--- config.mk ---
export PLATFORM = sky130hd
export DESIGN_NAME = wshb2avlst
export DESIGN_NICKNAME = d
export VERILOG_FILES = /design/src/rtl/wshb2avlst.sv
export SDC_FILE = /design/constraint.sdc
export NUM_CORES = 1
export LEC_CHECK = 0
export ABC_AREA = 1
export BUFFER_PORTS_ARGS = -buffer_cell sky130_fd_sc_hd__buf_2
export CORE_MARGIN = 4
export CORE_UTILIZATION = 55
export CTS_BUF_LIST = sky130_fd_sc_hd__clkbuf_4 sky130_fd_sc_hd__clkbuf_8
export DETAILED_ROUTE_END_ITERATION = 8
export PLACE_DENSITY = 0.72
export SLEW_MARGIN = 40
export SYNTH_ARGS = -nofsm -noshare
export SYNTH_HDL_FRONTEND = slang
export SYNTH_SLANG_ARGS = --single-unit
--- constraint.sdc ---
create_clock -name sys_clk -period 3.8 [get_ports sys_clk]
set_clock_uncertainty 0.2 [all_clocks]
set_input_delay 0.76 -clock sys_clk [delete_from_list [all_inputs] [get_ports sys_clk]]
set_output_delay 0.76 -clock sys_clk [all_outputs]
set_load 0.02 [all_outputs]
--- src/rtl/wshb2avlst.sv ---
// Wishbone pipelined slave that buffers 32-bit writes in a FIFO and streams them
// out as Avalon-ST with sop/eop framing every FRAME_WORDS words.
module wshb2avlst #(
    parameter int FIFO_DEPTH  = 16,
    parameter int FRAME_WORDS = 1024
) (
    input  logic        sys_clk,
    input  logic        sys_rst,
    input  logic        wshb_cyc,
    input  logic        wshb_stb,
    input  logic        wshb_we,
    input  logic [31:0] wshb_adr,
    input  logic [31:0] wshb_dat_ms,
    input  logic [3:0]  wshb_sel,
    output logic [31:0] wshb_dat_sm,
    output logic        wshb_ack,
    output logic        wshb_err,
    output logic        wshb_stall,
    output logic [31:0] avlst_data,
    output logic        avlst_valid,
    input  logic        avlst_ready,
    output logic        avlst_sop,
    output logic        avlst_eop
);
    localparam int AW = $clog2(FIFO_DEPTH);
    localparam int CW = AW + 1;

    logic [31:0]   r_mem [FIFO_DEPTH];
    logic [AW-1:0] r_wptr;
    logic [AW-1:0] r_rptr;
    logic [CW-1:0] r_count;
    logic [15:0]   r_word_idx;
    logic          r_ack;
    logic          r_err;
    logic [31:0]   r_dat_sm;

    logic w_accept;
    logic w_ctrl;
    logic w_full_sel;
    logic w_push;
    logic w_pop;
    logic w_flush;
    logic w_ok;
    logic w_rd_status;
    logic w_last_word;
    logic w_unused_bits;

    assign w_unused_bits = ^{wshb_adr[31:3], wshb_adr[1:0], wshb_dat_ms[31:1]};

    assign wshb_stall  = (r_count == CW'(FIFO_DEPTH));
    assign w_accept    = wshb_cyc & wshb_stb & ~wshb_stall;
    assign w_ctrl      = wshb_adr[2];
    assign w_full_sel  = (wshb_sel == 4'hF);
    assign w_push      = w_accept & wshb_we & ~w_ctrl & w_full_sel;
    assign w_flush     = w_accept & wshb_we & w_ctrl & wshb_dat_ms[0];
    assign w_rd_status = w_accept & ~wshb_we & w_ctrl;
    // CTRL/STATUS accepts everything; DATA only accepts full-word writes.
    assign w_ok        = w_ctrl | (wshb_we & w_full_sel);
    assign w_pop       = avlst_valid & avlst_ready;
    assign w_last_word = (r_word_idx == 16'(FRAME_WORDS - 1));

    assign avlst_valid = (r_count != '0);
    assign avlst_data  = r_mem[r_rptr];
    assign avlst_sop   = (r_word_idx == 16'd0);
    assign avlst_eop   = w_last_word;
    assign wshb_ack    = r_ack;
    assign wshb_err    = r_err;
    assign wshb_dat_sm = r_dat_sm;

    always_ff @(posedge sys_clk) begin
        if (w_push) begin
            r_mem[r_wptr] <= wshb_dat_ms;
        end
    end

    always_ff @(posedge sys_clk or negedge sys_rst) begin
        if (!sys_rst) begin
            r_wptr     <= '0;
            r_rptr     <= '0;
            r_count    <= '0;
            r_word_idx <= '0;
        end else if (w_flush) begin
            // A pop in the flush cycle still completes on the sink side; state is then wiped.
            r_wptr     <= '0;
            r_rptr     <= '0;
            r_count    <= '0;
            r_word_idx <= '0;
        end else begin
            if (w_push) begin
                r_wptr <= r_wptr + 1'b1;
            end
            if (w_pop) begin
                r_rptr     <= r_rptr + 1'b1;
                r_word_idx <= w_last_word ? 16'd0 : r_word_idx + 16'd1;
            end
            case ({w_push, w_pop})
                2'b10:   r_count <= r_count + 1'b1;
                2'b01:   r_count <= r_count - 1'b1;
                default: r_count <= r_count;
            endcase
        end
    end

    always_ff @(posedge sys_clk or negedge sys_rst) begin
        if (!sys_rst) begin
            r_ack    <= 1'b0;
            r_err    <= 1'b0;
            r_dat_sm <= '0;
        end else begin
            r_ack    <= w_accept & w_ok;
            r_err    <= w_accept & ~w_ok;
            r_dat_sm <= w_rd_status ? {r_word_idx, 16'(r_count)} : 32'd0;
        end
    end
endmodule

* Word-level counts from Yosys, hierarchy flattened
Memories as Yosys holds them, arrays and structs flattened. Cells that the tools add are included.
Storage, ports and cells: flip-flop bits (word level) 63, memory bits (writable) 512, input bits 74, output and inout port bits 70, logic and storage cells 53, memories 1
Memories:
- r_mem | depth 16, width 32, read ports 1, clocked after Yosys merged registers in 0, write ports 1, RTL line 28 | logic [31:0] r_mem [FIFO_DEPTH];
Cells by class: $add $sub $neg 5, equality and inequality tests 5, multiplexer cells 12, bitwise logic cells 18, reduce and logical (&&, ||, !) cells 5
Operator list (number):
- $mux 16 | 3
- $mux 32 | 1
- $add 16x1->16 const B | 1
- $eq 16x10->1 const B | 1
- $logic_not 16->1 | 1
- $mux 4 | 4
- $and 1x1->1 | 13
- $pmux 5 s2 | 1
- $add 4x1->4 const B | 2
- $add 5x1->5 const B | 1
- $eq 5x5->1 const B | 1
- $mux 5 | 1
- $reduce_bool 5->1 | 1
- $sub 5x1->5 const B | 1
- $eq 4x4->1 const B | 1
- $not 1->1 | 4
- $reduce_bool 2->1 | 2
- $reduce_bool 3->1 | 1
- $eq 2x1->1 const B | 1
- $eq 2x2->1 const B | 1
- $mux 1 | 2
- $or 1x1->1 | 1

* Depth between registers and ports, before layout
Gate-level depths: netlist of run 1.
depth after elaboration 9, gate-level depth with buffers 16, mapped depth without buffers 16

* Worst setup path before layout of run 1
Ideal clock, no wire load.
path type input to register, start point input port wshb_we, end point memory r_mem[11][0] (enable), library setup time 421 ps, arrival 2728 ps, required time 3179 ps, setup slack 451 ps, cell stages on the path 6, path buffers 0, path through inv_1 nor2_2 nand3_2 nor2_4 nand2_1 nor2_1
On the way: cells in the longest elaborated chain, start to end 5
RTL lines:
- from (decl) | RTL line 11 | input logic wshb_we,
- $and 1x1->1 (3 in series) | RTL line 54 | assign w_push = w_accept & wshb_we & ~w_ctrl & w_full_sel;
- $mux 1 | RTL line 71 | if (w_push) begin
- $mux 1 (not written as such) | RTL line 72 | r_mem[r_wptr] <= wshb_dat_ms;
- to (decl) | RTL line 28
No other way between the ends.

* Worst setup path after layout of run 1
start point register r_rptr[0], end point output port avlst_data[26]
On the way: cells in the longest elaborated chain, start to end 1
RTL lines:
- from (decl) | RTL line 30 | logic [AW-1:0] r_rptr;
- from (signal assigned) | RTL line 93 | r_rptr <= r_rptr + 1'b1;
- $mem_v2 16x32
- to (decl) | RTL line 19 | output logic [31:0] avlst_data,
No other way between the ends.

==> impl_metrics.json, run 1 <==
{
  "die_h_um": 211,
  "period_needed_ps": 3640,
  "tns_ps": 0,
  "rr_worst_depth": 7,
  "via_count": 13769,
  "initial_core_util_pct": 55.6,
  "n_fill_cell": 2940,
  "cts.sinks": 564,
  "worstMarginPinSlew_ps": 740,
  "place_ws_ps": 692,
  "worstSetupPathType": "reg2out",
  "coreArea_um2": 40800,
  "layout_common_cells": "512 x edfxtp_1, 235 x nor2_1, 140 x o21ai_0, 100 x buf_2",
  "ys_types": 46,
  "postSynthAreaPerCell_um2": 14.2,
  "final_antenna_net_count": 0,
  "grt_pass1_vias": 14008,
  "clock_path_buffers": 3,
  "synth.cell_area_um2": 22700,
  "num_antenna_cells": 0,
  "whs_endpoint": "wshb_ack",
  "io_buffer_count": 101,
  "hold_depth": 3,
  "cts_buffers": 87,
  "reg2reg_setup_slack_ps": 1290,
  "setup_viol": 0,
  "post_cts_buffers": 0,
  "yosysSeqAreaShare_pct": 73.4,
  "drive_gt1_share_pct": 18.9,
  "grt_use_total_pct": 22.8,
  "arrival_ps": 2680,
  "place_hpwl_um": 27600,
  "leakage_nw": 9.00,
  "timing.rr.start": "r_count[0]",
  "drt_iter0_markers": 1104,
  "path_clk_slew_ps": 60,
  "die_x_um": 211,
  "period_share_pct": 95.9,
  "grt_overflow": 0,
  "drt-total-wl_um": 51200,
  "hold_violations": 0,
  "via_per_inst": 5.91,
  "area_delta_synth_final_pct": 13.1,
  "power_density_nw_per_um2": 681,
  "max_freq_mhz": 274,
  "clock-root-buffer": "clkbuf_8",
  "rsz0062_at_grt": "no",
  "cts_tree": "done",
  "synthCells": 1597,
  "startpoint_type": "flop",
  "ios": 144,
  "grt_start_max_net_pins": 116,
  "worst-path-max-fanout": 46,
  "min_from": "wshb_adr[2]",
  "dr.pass1.iters": 5,
  "wl_per_cell_um": 22.0,
  "ys.flop_type": "edfxtp_1",
  "relSlewSlack_pct": 50.4,
  "num_rows": 74,
  "ys_seq_elements": 564,
  "grt_pass1_wl_um": 78700,
  "irDropWorstVdd_mv": 0.451,
  "hp-class": "in2reg",
  "gp_congestion": 0.865,
  "setup_ws_ps": 157,
  "drc_errors": 0,
  "required_ps": 2840,
  "nets": 1813,
  "slew_violations": 0,
  "ys_async_sr_fraction_pct": 9.22,
  "htree_levels": 3,
  "final_common_cell": "edfxtp_1",
  "ys_warn_count": 0,
  "die_area_um2": 44600,
  "antenna_found_initial": 0,
  "drv_cap": 0,
  "synth_enable_flop_cells": 512,
  "r2r-end": "r_mem[4][10]",
  "run_status": "complete, no violations",
  "end_kind": "output port",
  "clk_latency_ps": 650
}
worst max-delay path: stages (launching register included):
cell,delay (ps)
dfrtp_4,680
inv_8,270
buf_12,260
nor2_1,70
o32ai_1,260
o211ai_1,150
nand2_1,130
buf_2,170
per-layer routing:
| layer | vias to the layer above | global-route usage [%] | wire length (um) |
|---|---|---|---|
| met5 | - | 0 | 0 |
| met1 | 6886 | 31.2 | 21600 |
| met2 | 495 | 37.6 | 25200 |
| li1 | 6313 | - | - |
| met4 | 0 | 6.35 | 918 |
| met3 | 75 | 4.80 | 3490 |
Yosys cell counts, types with 9 or more instances:
master,n,area (um^2)
o211ai_1,37,278
o221ai_1,92,806
edfxtp_1,512,15400
o21ai_0,140,701
buf_2,19,95.1
dfrtp_1,52,1300
buf_4,19,143
mux2i_1,92,921
a21oi_1,14,70.1
o32ai_1,36,315
nand4_1,9,56.3
nand2_1,86,323
nand3_1,46,230
clkbuf_1,63,236
ha_1,9,113
inv_1,46,173
nor2_1,251,942
buf_6,9,101
report_power, final:
| part | internal (mW) | switching [mW] | total [mW] |
|---|---|---|---|
| combinational | 1.88 | 3.63 | 5.51 |
| sequential | 6.91 | 0.324 | 7.23 |
| clock | 2.45 | 2.30 | 4.74 |
cell families after synthesis:
logic type / synth area share, %
buffers and inverters: 3.59
adders and majority gates: 0.496
muxes: 4.05
and+or+nand+nor: 8.20
other: 0.0165
DFF: 73.4
xor gates and xnor gates: 0.154
AOI/OAI and AO/OA: 10.1
sequential cells by signal, indices dropped and copies added, names as in the netlist:
| register | flops |
|---|---|
| r_word_idx | 16 |
| r_wptr | 4 |
| wshb_err | 1 |
| r_count | 5 |
| r_rptr | 4 |
| wshb_dat_sm | 21 |
| r_mem | 512 |
| wshb_ack | 1 |
cell type report:
type	instances	area [um^2]	share of cell area (%)
timing repair buffer	145	1100	4.29
inverter	55	231	0.901
tap	532	666	2.59
clock inverter	41	201	0.784
sequential	564	16700	64.9
clock buffer	114	1420	5.52
multi-input combinational	877	5390	21.0
what timing repair did:
item | CTS | global route
resized for setup | 0 | 3
endpoints found under the hold margin | 44 | 0
hold buffers | 1 | 0
endpoints found under the setup margin | 0 | 24
stage by stage:
step                      instance area, um^2  std cells  power, mW  hold slack, ps  util, %
after floorplan                         22800       1607       11.1             264        -
after global placement                  24000       2171       12.7             315     58.8
after detailed placement                24000       2171       12.8             325     58.8
after CTS                               25700       2327       17.5             221     62.8
after global routing                    25700       2328       18.4             258     62.9
final                                   25700       2328       17.5             267     62.9
worst max path at each step:
stage | start | to | slack [ps]
after global routing | r_rptr[0] | avlst_data[6] | 3
after CTS | r_rptr[0] | avlst_data[20] | 8
after floorplan | wshb_we | r_mem[11][0] | 450
after detailed placement | r_rptr[0] | avlst_data[16] | 690
after global placement | r_rptr[0] | avlst_data[6] | 720
final | r_rptr[0] | avlst_data[26] | 160
No activity file was read; power rests on OpenSTA's default activity.
==> run 2, diff against run 1 <==
==> constraint.sdc (replaced) <==
create_clock -name sys_clk -period 4.35 [get_ports sys_clk]
set_clock_uncertainty 0.2 [all_clocks]
set_input_delay 0.87 -clock sys_clk [delete_from_list [all_inputs] [get_ports sys_clk]]
set_output_delay 0.87 -clock sys_clk [all_outputs]
set_load 0.02 [all_outputs]
==> run 2 against run 1 <==
Against the previous run:
- sequential share of layout area is 0.095 points lower
- sequential power is 13% lower
- hold slack better by 60 ps
- setup slack better by 93 ps
- critical endpoint is now avlst_data[9]
==> impl_metrics.json, run 2 (same netlist as run 1, synthesis figures left out) <==
{
  "layout_common_cells": "512 x edfxtp_1, 235 x nor2_1, 140 x o21ai_0, 100 x buf_2, 96 x clkbuf_8",
  "end_kind": "output port",
  "clk_latency_ps": 630,
  "wl_met2_um": 25600,
  "arrival_ps": 3030,
  "drv_cap": 0,
  "die_x_um": 211,
  "largest_reg_flops": 512,
  "drt_iter0_markers": 1242,
  "die_h_um": 211,
  "period_needed_ps": 4100,
  "power_density_nw_per_um2": 595,
  "grt_use_total_pct": 22.7,
  "top_register": "r_mem",
  "final_antenna_net_count": 0,
  "run_status": "complete, no violations",
  "worstSetupPathType": "reg2out",
  "io_buffer_count": 101,
  "required_ps": 3280,
  "place_hpwl_um": 26900,
  "met1Wirelength_um": 20900,
  "instances_no_fill": 2322,
  "worst-path-max-fanout": 49,
  "hp-class": "reg2reg",
  "post_cts_buffers": 0,
  "relSlewSlack_pct": 46.7,
  "tns_ps": 0,
  "rsz0062_at_grt": "no",
  "grt_pass1_wl_um": 78300,
  "cts_buffers": 87,
  "gp_congestion": 0.797,
  "grt_overflow": 0,
  "utilization_pct": 63.0,
  "dr.pass1.iters": 5,
  "via_count": 13859,
  "grt_pass1_vias": 13792,
  "nets": 1804,
  "grt_start_max_net_pins": 173,
  "coreArea_um2": 40800,
  "irDropWorstVdd_mv": 0.372,
  "worstMarginPinSlew_ps": 800,
  "route.met3.wl_um": 3750,
  "hold_slack_ps": 327,
  "clock_path_buffers": 3,
  "drt-total-wl_um": 51300,
  "cts_tree": "done",
  "drive_gt1_share_pct": 18.8,
  "setup_viol": 0,
  "topRoutingLayerUsed": "met5",
  "final_common_cell": "edfxtp_1",
  "die_area_um2": 44600,
  "dp_cells": 2161,
  "max_freq_mhz": 244,
  "area_delta_synth_final_pct": 13.3,
  "hold_violations": 0,
  "path_clk_slew_ps": 60,
  "ios": 144,
  "initial_core_util_pct": 55.6,
  "cts.sinks": 564,
  "wl_per_cell_um": 22.1,
  "drc_errors": 0,
  "startpoint_type": "flop",
  "antenna_found_initial": 2,
  "num_rows": 74,
  "clock-root-buffer": "clkbuf_8",
  "period_share_pct": 94.3,
  "slew_violations": 0,
  "htree_levels": 3,
  "leakage_nw": 9.00,
  "via_per_inst": 5.97
}
[run 2: cell count changes in the layout (fill, tap and decap cells not counted)]
| cell | delta |
|---|---|
| inv_6 | -3 |
| inv_4 | +1 |
| clkinv_1 | -4 |
| buf_4 | -13 |
| buf_12 | +4 |
| diode_2 | +1 |
| clkbuf_4 | +2 |
| inv_8 | -2 |
| clkinvlp_4 | +1 |
| clkbuf_8 | +6 |
| clkinv_2 | +1 |
[run 2: final cells by class]
class	count	area [um^2]
flip-flops and latches	564	16700
repair buffers	136	1090
well taps	532	666
clock buffers	122	1520
clock inverters	35	160
diodes	1	2.50
multi-input cells	877	5390
fillers	2957	15100
inverters	55	228
[run 2: stage by stage]
| stage | power [mW] | setup slack [ps] | instance area (um^2) |
|---|---|---|---|
| after global placement | 11.0 | 883 | 24000 |
| after CTS | 15.4 | 142 | 25700 |
| final | 15.3 | 249 | 25700 |
| after floorplan | 9.74 | 891 | 22800 |
| after global routing | 16.1 | 68.3 | 25700 |
| after detailed placement | 11.1 | 833 | 24000 |
[run 2: report_power, final]
group          internal, mW  switching, mW
clock network          2.25           1.96
registers              6.04          0.281
logic                  1.61           3.18
total                  9.89           5.43
[run 2: path summary, 6_finish.rpt]
check | start | end | slack, ps | cells past startpoint
worst min-delay path | r_word_idx[3] | r_word_idx[3] | 330 | 2
worst max-delay path | r_rptr[0] | avlst_data[9] | 250 | 7
min in group asynchronous | sys_rst | wshb_dat_sm[24] | 530 | 2
worst min register to register | r_word_idx[3] | r_word_idx[3] | 330 | 2
max in group asynchronous | sys_rst | wshb_dat_sm[3] | 2840 | 3
worst max register to register | r_count[0] | r_mem[10][11] | 1710 | 7
[run 2: metal layers]
| metal | vias to the layer above | GRT usage, % |
|---|---|---|
| li1 | 6300 | - |
| met1 | 6929 | 30.9 |
| met2 | 557 | 37.4 |
| met3 | 71 | 4.68 |
| met4 | 2 | 7.11 |
| met5 | - | 0 |
[run 2: critical path: stages (launching register included)]
cell	delay, ps
dfrtp_4	660
inv_4	550
buf_4	420
nor2_1	70
o32ai_1	280
o211ai_1	130
nand2_1	110
buf_2	160
[run 2: repair_timing]
action,4_1_cts,5_1_grt
endpoints found under the hold margin,36,0
hold buffers,1,0
setup endpoints to repair,0,2
gates resized for setup,0,0
